### config.mk
export PLATFORM = sky130hd
export DESIGN_NAME = icache_axi_rd
export DESIGN_NICKNAME = d
export VERILOG_FILES = /design/src/rtl/icache_axi_rd.sv
export SDC_FILE = /design/constraint.sdc
export NUM_CORES = 1
export LEC_CHECK = 0
export CAP_MARGIN = 0
export CORE_ASPECT_RATIO = 0.6
export CORE_MARGIN = 5
export CORE_UTILIZATION = 68
export DETAILED_ROUTE_END_ITERATION = 12
export DONT_BUFFER_PORTS = 1
export GPL_ROUTABILITY_DRIVEN = 0
export PLACE_DENSITY = 0.91
export SLEW_MARGIN = 20
export SYNTH_ARGS = -nofsm -noshare
export SYNTH_HDL_FRONTEND = slang
export SYNTH_SLANG_ARGS = --single-unit
### constraint.sdc
create_clock -name clk -period 15.7 [get_ports clk]
set_clock_uncertainty 0.05 [all_clocks]
set_input_delay 2.355 -clock clk [delete_from_list [all_inputs] [get_ports clk]]
set_output_delay 2.355 -clock clk [all_outputs]
set_load 0.02 [all_outputs]
### src/rtl/icache_axi_rd.sv
// Read-only AXI4 master for icache line fills and uncached fetches.
// One request at a time: AR burst, R beats collected into a 256-bit line, one-cycle return pulse.
module icache_axi_rd #(
  parameter logic [3:0]  AXI_ID     = 4'd0,
  parameter int unsigned LINE_BEATS = 8
) (
  input  logic         clk,
  input  logic         reset,
  input  logic         rd_req,
  input  logic         rd_type,
  input  logic [31:0]  rd_addr,
  output logic         rd_rdy,
  output logic         ret_valid,
  output logic [255:0] ret_data,
  output logic         ret_err,
  output logic [3:0]   arid,
  output logic [31:0]  araddr,
  output logic [7:0]   arlen,
  output logic [2:0]   arsize,
  output logic [1:0]   arburst,
  output logic         arvalid,
  input  logic         arready,
  input  logic [3:0]   rid,
  input  logic [31:0]  rdata,
  input  logic [1:0]   rresp,
  input  logic         rlast,
  input  logic         rvalid,
  output logic         rready
);

  localparam int unsigned BEAT_W = 32;
  localparam int unsigned CNT_W  = 3;
  localparam int unsigned IDLE_B = 0;
  localparam int unsigned AR_B   = 1;
  localparam int unsigned R_B    = 2;
  localparam int unsigned RET_B  = 3;

  typedef enum logic [3:0] {
    S_IDLE = 4'b0001,
    S_AR   = 4'b0010,
    S_R    = 4'b0100,
    S_RET  = 4'b1000
  } state_t;

  state_t                              state;
  logic [31:0]                         addr_q;
  logic                                type_q;
  logic [CNT_W-1:0]                    beat_cnt;
  logic                                err_q;
  logic [LINE_BEATS-1:0][BEAT_W-1:0]   line_buf;
  logic [CNT_W-1:0]                    last_idx_c;
  logic                                unused_rid;

  // Only one burst is ever in flight, so the returned ID carries no information.
  assign unused_rid = ^rid;

  assign last_idx_c = type_q ? CNT_W'(LINE_BEATS - 1) : '0;

  // One-hot state bits double as the handshake outputs.
  assign rd_rdy    = state[IDLE_B];
  assign arvalid   = state[AR_B];
  assign rready    = state[R_B];
  assign ret_valid = state[RET_B];

  assign arid    = AXI_ID;
  assign arsize  = 3'b010;
  assign arburst = 2'b01;
  assign araddr  = type_q ? {addr_q[31:5], 5'b0} : addr_q;
  assign arlen   = type_q ? 8'(LINE_BEATS - 1) : 8'd0;

  // Line buffer and error flag persist after RET until the next request is taken.
  assign ret_data = line_buf;
  assign ret_err  = err_q;

  always_ff @(posedge clk or posedge reset) begin
    if (reset) begin
      state    <= S_IDLE;
      addr_q   <= '0;
      type_q   <= 1'b0;
      beat_cnt <= '0;
      err_q    <= 1'b0;
      line_buf <= '0;
    end else begin
      unique case (state)
        S_IDLE: begin
          if (rd_req) begin
            addr_q   <= rd_addr;
            type_q   <= rd_type;
            beat_cnt <= '0;
            err_q    <= 1'b0;
            line_buf <= '0;
            state    <= S_AR;
          end
        end
        S_AR: begin
          if (arready) state <= S_R;
        end
        S_R: begin
          if (rvalid) begin
            line_buf[beat_cnt] <= rdata;
            beat_cnt           <= beat_cnt + CNT_W'(1);
            err_q              <= err_q | (rresp != 2'b00);
            if (rlast || (beat_cnt == last_idx_c)) state <= S_RET;
          end
        end
        S_RET: begin
          state <= S_IDLE;
        end
        default: begin
          state <= S_IDLE;
        end
      endcase
    end
  end

endmodule
* After elaboration in Yosys (flattened, before gate mapping)
Index checks and enable logic that the tools add are counted.
** Storage, ports and cells
- Flip-flop bits (word level) :: 297
- Input port bits :: 77
- Output and inout port bits :: 310
- Word-level logic and storage cells :: 52
** Operators by class
- Add/subtract/negate cells :: 1
- Order comparisons :: 2
- Equal/unequal tests :: 8
- Mux-type cells :: 20
- Bitwise logic cells :: 1
- Reductions and logical operators :: 7
** Operator list (count)
- $mux 256 :: 2
- $pmux 256 s2 :: 1
- $bwmux 256 :: 1
- $demux 32 s3 :: 1
- $mux 32 :: 1
- $mux 4 :: 4
- $mux 3 :: 4
- $pmux 4 s3 :: 1
- $ne 2x2->1 const B :: 4
- $pmux 3 s2 :: 1
- $mux 5 :: 1
- $eq 4x1->1 const B :: 1
- $eq 4x2->1 const B :: 1
- $eq 4x3->1 const B :: 1
- $lt 3x4->1 const B :: 1
- $reduce_and 4->1 :: 1
- $reduce_bool 2->1 :: 2
- $add 3x1->3 const B :: 1
- $eq 3x3->1 :: 1
- $ge 3x1->1 const B :: 1
- $reduce_and 3->1 :: 1
- $mux 1 :: 2
- $pmux 1 s2 :: 1
- $reduce_and 2->1 :: 1
- other kinds (3) :: 3

* Depth between registers and ports, before layout
Gate-level depths: netlist (run 1).
- Depth in word-level cells :: 7
- Gate-level depth with buffers :: 7
- Mapped depth without buffers :: 3

* Least setup slack after synthesis (run 1)
No wires, ideal clock.
- Path kind :: input -> register
- Start point :: input port rd_req
- End point :: register addr_q[10]
- Library setup time :: 0.125 ns
- Data arrival time :: 3.446 ns
- Data required time :: 15.525 ns
- Slack :: 12.079 ns
- Stages on the path :: 5
- Buffers on the path :: 2
- Cell sequence :: nand3b_4 > buf_2 > nor2_2 > buf_2 > mux2_2
** On the way
- Word-level cells in the longest chain between the ends :: 1
** RTL lines
- start, declared :: line 9 : input logic rd_req,
- $reduce_and 2->1 (no line)
- end signal, assigned :: line 87 : addr_q <= rd_addr;
- end, declared :: line 46 : logic [31:0] addr_q;
Every way passes these cells.
A chain may end at the register's enable or synchronous reset.

* Final worst setup path (run 1)
- Start point :: register type_q
- End point :: output port araddr[1]
** On the way
- Word-level cells in the longest chain between the ends :: 1
** RTL lines
- start, declared :: line 47 : logic type_q;
- start signal, assigned :: line 88 : type_q <= rd_type;
- $mux 5 :: line 68 : assign araddr = type_q ? {addr_q[31:5], 5'b0} : addr_q;
- end, declared :: line 17 : output logic [31:0] araddr,
Every way passes these cells.

==> out/summary.txt, run 1 <==
Clock power share: 0.359
Ys Warns: 0
Max Fclk: 241 MHz
Wire length per cell: 27.7 um
Final Slew Violations: 0
Initial Util: 0.687
Worst setup EP type: primary output
Synth Register Bits: 297
Routed Antenna Nets: 0
DP Wirelength: 22,000 um
Area of the mapped netlist: 13,000 sq um
Crit share post-route: 0.264
Pleak: 0.00655 uW
Final Setup Violations: 0
Status: complete, no violations
Post-CTS Setup Bufs: 0
Sequential power share: 0.487
MaxCap Viol Count: 0
# DRC: 0
Cell accounting for the most synthesized area: dfrtp_1
Register area share after synthesis: 0.571
Simple-gate share of the synthesized area: 0.0256
Setup TNS: 0 ns
Via Count: 8,459
I/O pin cnt: 387
Cell internal pwr: 1310 uW
Nets: 1,065
Total track usage: 0.300
Syn avg cell area: 12.2 sq um
H-tree depth: 1
Antenna diodes: 0
CTS buffer count: 26
Post-layout min period: 4.14 ns
Row cnt: 39
CP Cell Sequence: nor2b_1
Kind of critical path: register to primary output
Hold violation count in the final report: 0
Comb pwr share: 0.154
Peak VDD IR: 0.160 mV
Commonest non-fill, non-tap cell in the layout: dfrtp_1
Core Box Area: 18,900 sq um
Chip height: 117 um
Die width: 189 um
Largest net degree at the start of global routing: 135
Pre-antenna DRT Iters: 5
Mux share of post-synthesis cell area: 0.228
Post-synthesis compound-gate area fraction: 0.109
Max FO, Critical Path: 11
Placed Instances: 1,205
CP arrival: 1.74 ns
Setup WS pre-CTS: 11.21 ns
Most frequent cells in the layout: dfrtp_1, o21ai_0, mux2i_1
DR vias/cell: 6.77
Clock slew seen by the registers of the worst setup and hold paths: 0.06 ns
DIE AREA: 22,100 sq um
Port bufs: 0
Family with the most delay on the worst path: flip-flops
Adder-cell share of the synthesized area: 0.000961
Initial antenna violation count: 0
Total clock sinks: 297
GR Overflow Total: 0
First-pass GRT wire length: 51,500 um
Non-Filler Instances: 1,249
Synth area leaders: dfrtp_1, mux2i_1, o21ai_0
Pwr per Cell Area: 139 nW/um^2
Initial detailed-routing violation count: 777
Fin worst setup slack: 11.56 ns
XOR/XNOR Fraction of Synth Area: 0
Slew at the pin with the worst max-slew slack: 1.09 ns
R2r setup slk: 12.57 ns
Skew-Pair Late Insertion Delay: 0.52 ns
Hold_ws: 0.460 ns
Share of Yosys cell area claimed by the top area cell type: 0.569
Deepest clock path buffer count: 3
Post_cts resized: 0
Worst min-delay path class: register to register
Cts hold-fix bufs: 0
RSZ-0062 raised after global routing: no
Slew margin rel.: 0.270
TritonCTS clock tree: built
Synth Instances: 1,068
Largest family of logic cells by synthesized area: multiplexers
Vias in the first global route: 8,369
Switching power: 587 uW
Area growth from synthesis to layout: 4.97%
CP max stage cell: dfrtp_1
Largest stage delay on the critical path: 0.69 ns
Total wire length: 34,600 um
Switching share of power: 0.309
Clock Root Buffer: clkbuf_16
Worst Path Buf+Inv: 0
Proportion of layout cells with a drive suffix above 1: 0.102
Critical path data required time: 13.30 ns
Crit path launch type: register
Post-synth cell types: 39
worst paths after layout:
check                      startpoint            end  depth (start not counted)
hold reg to reg             addr_q[3]      addr_q[3]                          1
max in group asynchronous       reset  ret_data[156]                          2
setup reg to reg             state[3]     addr_q[17]                          5
hold / removal              addr_q[3]      addr_q[3]                          1
setup / recovery               type_q      araddr[1]                          1
min in group asynchronous       reset   ret_data[35]                          1
stage by stage:
step / util / total power, uW / area (sq um)
2_1_floorplan: - / 1220 / 13100
3_3_place_gp: 0.673 / 1210 / 12700
3_5_place_dp: 0.673 / 1220 / 12700
4_1_cts: 0.721 / 1910 / 13700
5_1_grt: 0.722 / 1970 / 13700
6_report: 0.722 / 1900 / 13700
kinds of logic after synthesis:
kind of cell / after synthesis
AND/OR/NAND/NOR: 59
multiplexers: 292
other: 2
flip-flops: 297
adder cells (fa/ha/maj): 1
buffers and inverters: 141
AO/OA/AOI/OAI: 276
metal layers:
layer  vias to the layer above  global-route usage  wire (um)
li1                       3545                   -          -
met1                      4427               0.400      13400
met2                       426               0.478      16700
met3                        61               0.111       3780
met4                         0              0.0801        794
met5                         -                   0          0
power groups by stage:
stage / Combinational, uW / Clock (uW) / Sequential (uW)
6_report: 293 / 683 / 925
5_1_grt: 315 / 726 / 930
4_1_cts: 290 / 691 / 925
3_5_place_dp: 286 / 0 / 938
3_3_place_gp: 279 / 0 / 934
2_1_floorplan: 360 / 0 / 860
final cells by class:
cell class | instances | area, sq um
clock buffers | 35 | 736
flip-flops and latches | 297 | 7430
repair buffers | 16 | 124
well taps | 246 | 308
multi-input cells | 642 | 4860
fillers | 1247 | 5270
inverters | 4 | 22.5
clock inverters | 9 | 176
Yosys cell counts (all sizes together):
cell / instances
dfstp: 1
a41o: 1
o21ai: 263
mux2: 33
nand2: 34
inv: 4
nand3: 1
or4b: 1
or3: 1
nand3b: 1
buf: 84
nand4b: 2
nand2b: 1
conb: 2
o21a: 1
or2: 1
dfrtp: 296
o211ai: 1
o22ai: 1
or4: 1
o21bai: 2
clkbuf: 53
ha: 1
a21oi: 4
mux2i: 259
nor2b: 5
and4bb: 2
a22o: 1
nor2: 5
nor4: 1
nor4bb: 1
a21boi: 2
nor4b: 2
flip-flops by register name, summed over array words and instances (netlist names):
name and flops:
type_q 1, beat_cnt 3, ret_data 256, ret_err 1
state 4, addr_q 32
Power figures use the tool's default switching activity.
==> run 2, diff against run 1 <==
- CORE_UTILIZATION: 68 -> 57
- PLACE_DENSITY: 0.91 -> 0.82
- clock period: 15.7 -> 3.5 ns (I/O delays scaled with it)
==> run 2 against run 1 <==
Against the previous run:
- global-route usage fell by 4.3 points
- sequential share of layout area fell by 0.69 points
- register-to-register slack got worse by 12 ns
- final cell count rose by 6.0%
- critical path depth rose by 3
- non-clock buffer count rose by 11
- hold slack got worse by 0.36 ns
- largest power group unchanged
- sequential cell count did not move
- combinational power rose to 4.5 times the previous value
- worst setup slack got worse by 11 ns
- clock-buffer cell count rose by 3
- die area rose by 18%
- highest routed layer unchanged
==> out/summary.txt, run 2 (same netlist as run 1, synthesis figures left out) <==
Chip height: 127 um
Cell internal pwr: 5720 uW
Port bufs: 0
Worst setup EP type: register
MaxCap Viol Count: 0
Row cnt: 42
Max Fclk: 380 MHz
Family with the most delay on the worst path: buffers and inverters
Clock power share: 0.345
Via Count: 8,382
Sequential power share: 0.496
Total clock sinks: 297
Wire length per cell: 26.5 um
Deepest clock path buffer count: 3
Die width: 205 um
Total wire length: 35,100 um
Max FO, Critical Path: 109
H-tree depth: 1
Area growth from synthesis to layout: 6.33%
Total of fill cells in the finished design: 1,707
Switching power: 2640 uW
Crit path launch type: register
Final Setup Violations: 0
Commonest non-fill, non-tap cell in the layout: dfrtp_1
Worst min-delay path class: input pin to register
Pleak: 0.00661 uW
Placed Area: 13,000 sq um
Clock Root Buffer: clkbuf_16
Worst Path Buf+Inv: 1
DR vias/cell: 6.33
Routed Antenna Nets: 0
Comb pwr share: 0.159
Largest stage delay on the critical path: 0.74 ns
Kind of critical path: register to register
Crit share post-route: 0.752
Critical path data required time: 3.89 ns
Switching share of power: 0.315
Reg-to-Reg Start: state[1]
Core Box Area: 22,200 sq um
HP Start: rd_addr[3]
GR Overflow Total: 0
CP max stage cell: buf_4
Initial Util: 0.585
Post-layout min period: 2.63 ns
RSZ-0062 raised after global routing: no
Status: complete, no violations
Total track usage: 0.257
CTS buffer count: 26
DIE AREA: 26,100 sq um
TritonCTS clock tree: built
Post_cts resized: 0
Hold violation count in the final report: 0
Vias in the first global route: 8,371
Antenna diodes: 0
Max FFs per register: 256
Slew margin rel.: 0.179
Final Slew Violations: 0
Most frequent cells in the layout: dfrtp_1, o21ai_0, mux2i_1
Hold_ws: 0.0947 ns
Initial detailed-routing violation count: 730
Nets: 1,076
Largest net degree at the start of global routing: 261
CP Cell Sequence: nand3b_4 -> buf_4 -> o21ai_0 -> mux2i_1
Clock slew seen by the registers of the worst setup and hold paths: 0.07 ns
Pwr per Cell Area: 604 nW/um^2
CP arrival: 3.02 ns
Initial antenna violation count: 0
Pre-antenna DRT Iters: 4
I/O pin cnt: 387
First-pass GRT wire length: 52,700 um
# DRC: 0
Proportion of layout cells with a drive suffix above 1: 0.113
Slew at the pin with the worst max-slew slack: 1.23 ns
Final instance area: 13,800 sq um
DP Wirelength: 23,000 um
Skew-Pair Late Insertion Delay: 0.53 ns
Peak VDD IR: 0.581 mV
CP Launch Point: state[1]
run 2: cell types whose count changed in the layout (fill, tap and decap cells not counted), moves of 3 or more:
cell,previous run,this run
buf_12,0,6
buf_4,15,20
bufinv_16,5,1
clkbuf_8,3,7
clkinv_2,2,5
run 2: through the flow:
stage               worst slack [ns]  std cells   util  total power (uW)  setup TNS [ns]
finish                         0.869       1324  0.622              8360               0
global route                   0.783       1324  0.622              8680               0
CTS                            0.959       1324  0.622              8400               0
detailed placement             0.992       1277  0.583              5530               0
global placement                1.07       1277  0.583              5500               0
floorplan                      -1.02       1080      -              5470         -301.71
run 2: final cells by class:
| type | count | area [sq um] | area share |
|---|---|---|---|
| Clock buffer | 38 | 787 | 0.0569 |
| Clock inverter | 8 | 71.3 | 0.00515 |
| Inverter | 4 | 18.8 | 0.00136 |
| Multi-Input combinational cell | 642 | 4860 | 0.351 |
| Sequential cell | 297 | 7430 | 0.537 |
| Tap cell | 308 | 385 | 0.0279 |
| Timing Repair Buffer | 27 | 280 | 0.0203 |
run 2: final timing paths:
path	endpoint	cells after the start	slack, ns
hold / removal	addr_q[3]	1	0.09
max in group asynchronous	addr_q[1]	3	1.88
setup / recovery	ret_data[10]	4	0.87
hold reg to reg	addr_q[3]	1	0.45
setup reg to reg	ret_data[10]	4	0.87
min in group asynchronous	ret_data[38]	2	0.59
run 2: power by group through the flow:
stage	Sequential, uW	Combinational, uW	Clock (uW)
global route	4170	1430	3070
detailed placement	4210	1320	0
floorplan	3860	1610	0
CTS	4150	1320	2930
finish	4140	1330	2880
global placement	4190	1310	0
run 2: repair_timing:
action                    CTS  global route
hold endpoints to repair   24             0
buffers inserted            0             0
hold buffers                1             0
run 2: worst register-to-register path, cell delays in order, from the launching register on:
cell and delay [ns]:
dfrtp_1 0.70, nand3b_4 0.44, buf_4 0.75, o21ai_0 0.40, mux2i_1 0.21
run 2: routing by layer:
metal / vias to the layer above / share of wire / track usage
li1: 3569 / - / -
met1: 4422 / 0.42 / 0.366
met2: 348 / 0.45 / 0.383
met3: 43 / 0.11 / 0.0978
met4: 0 / 0.018 / 0.0535
met5: - / 0 / 0
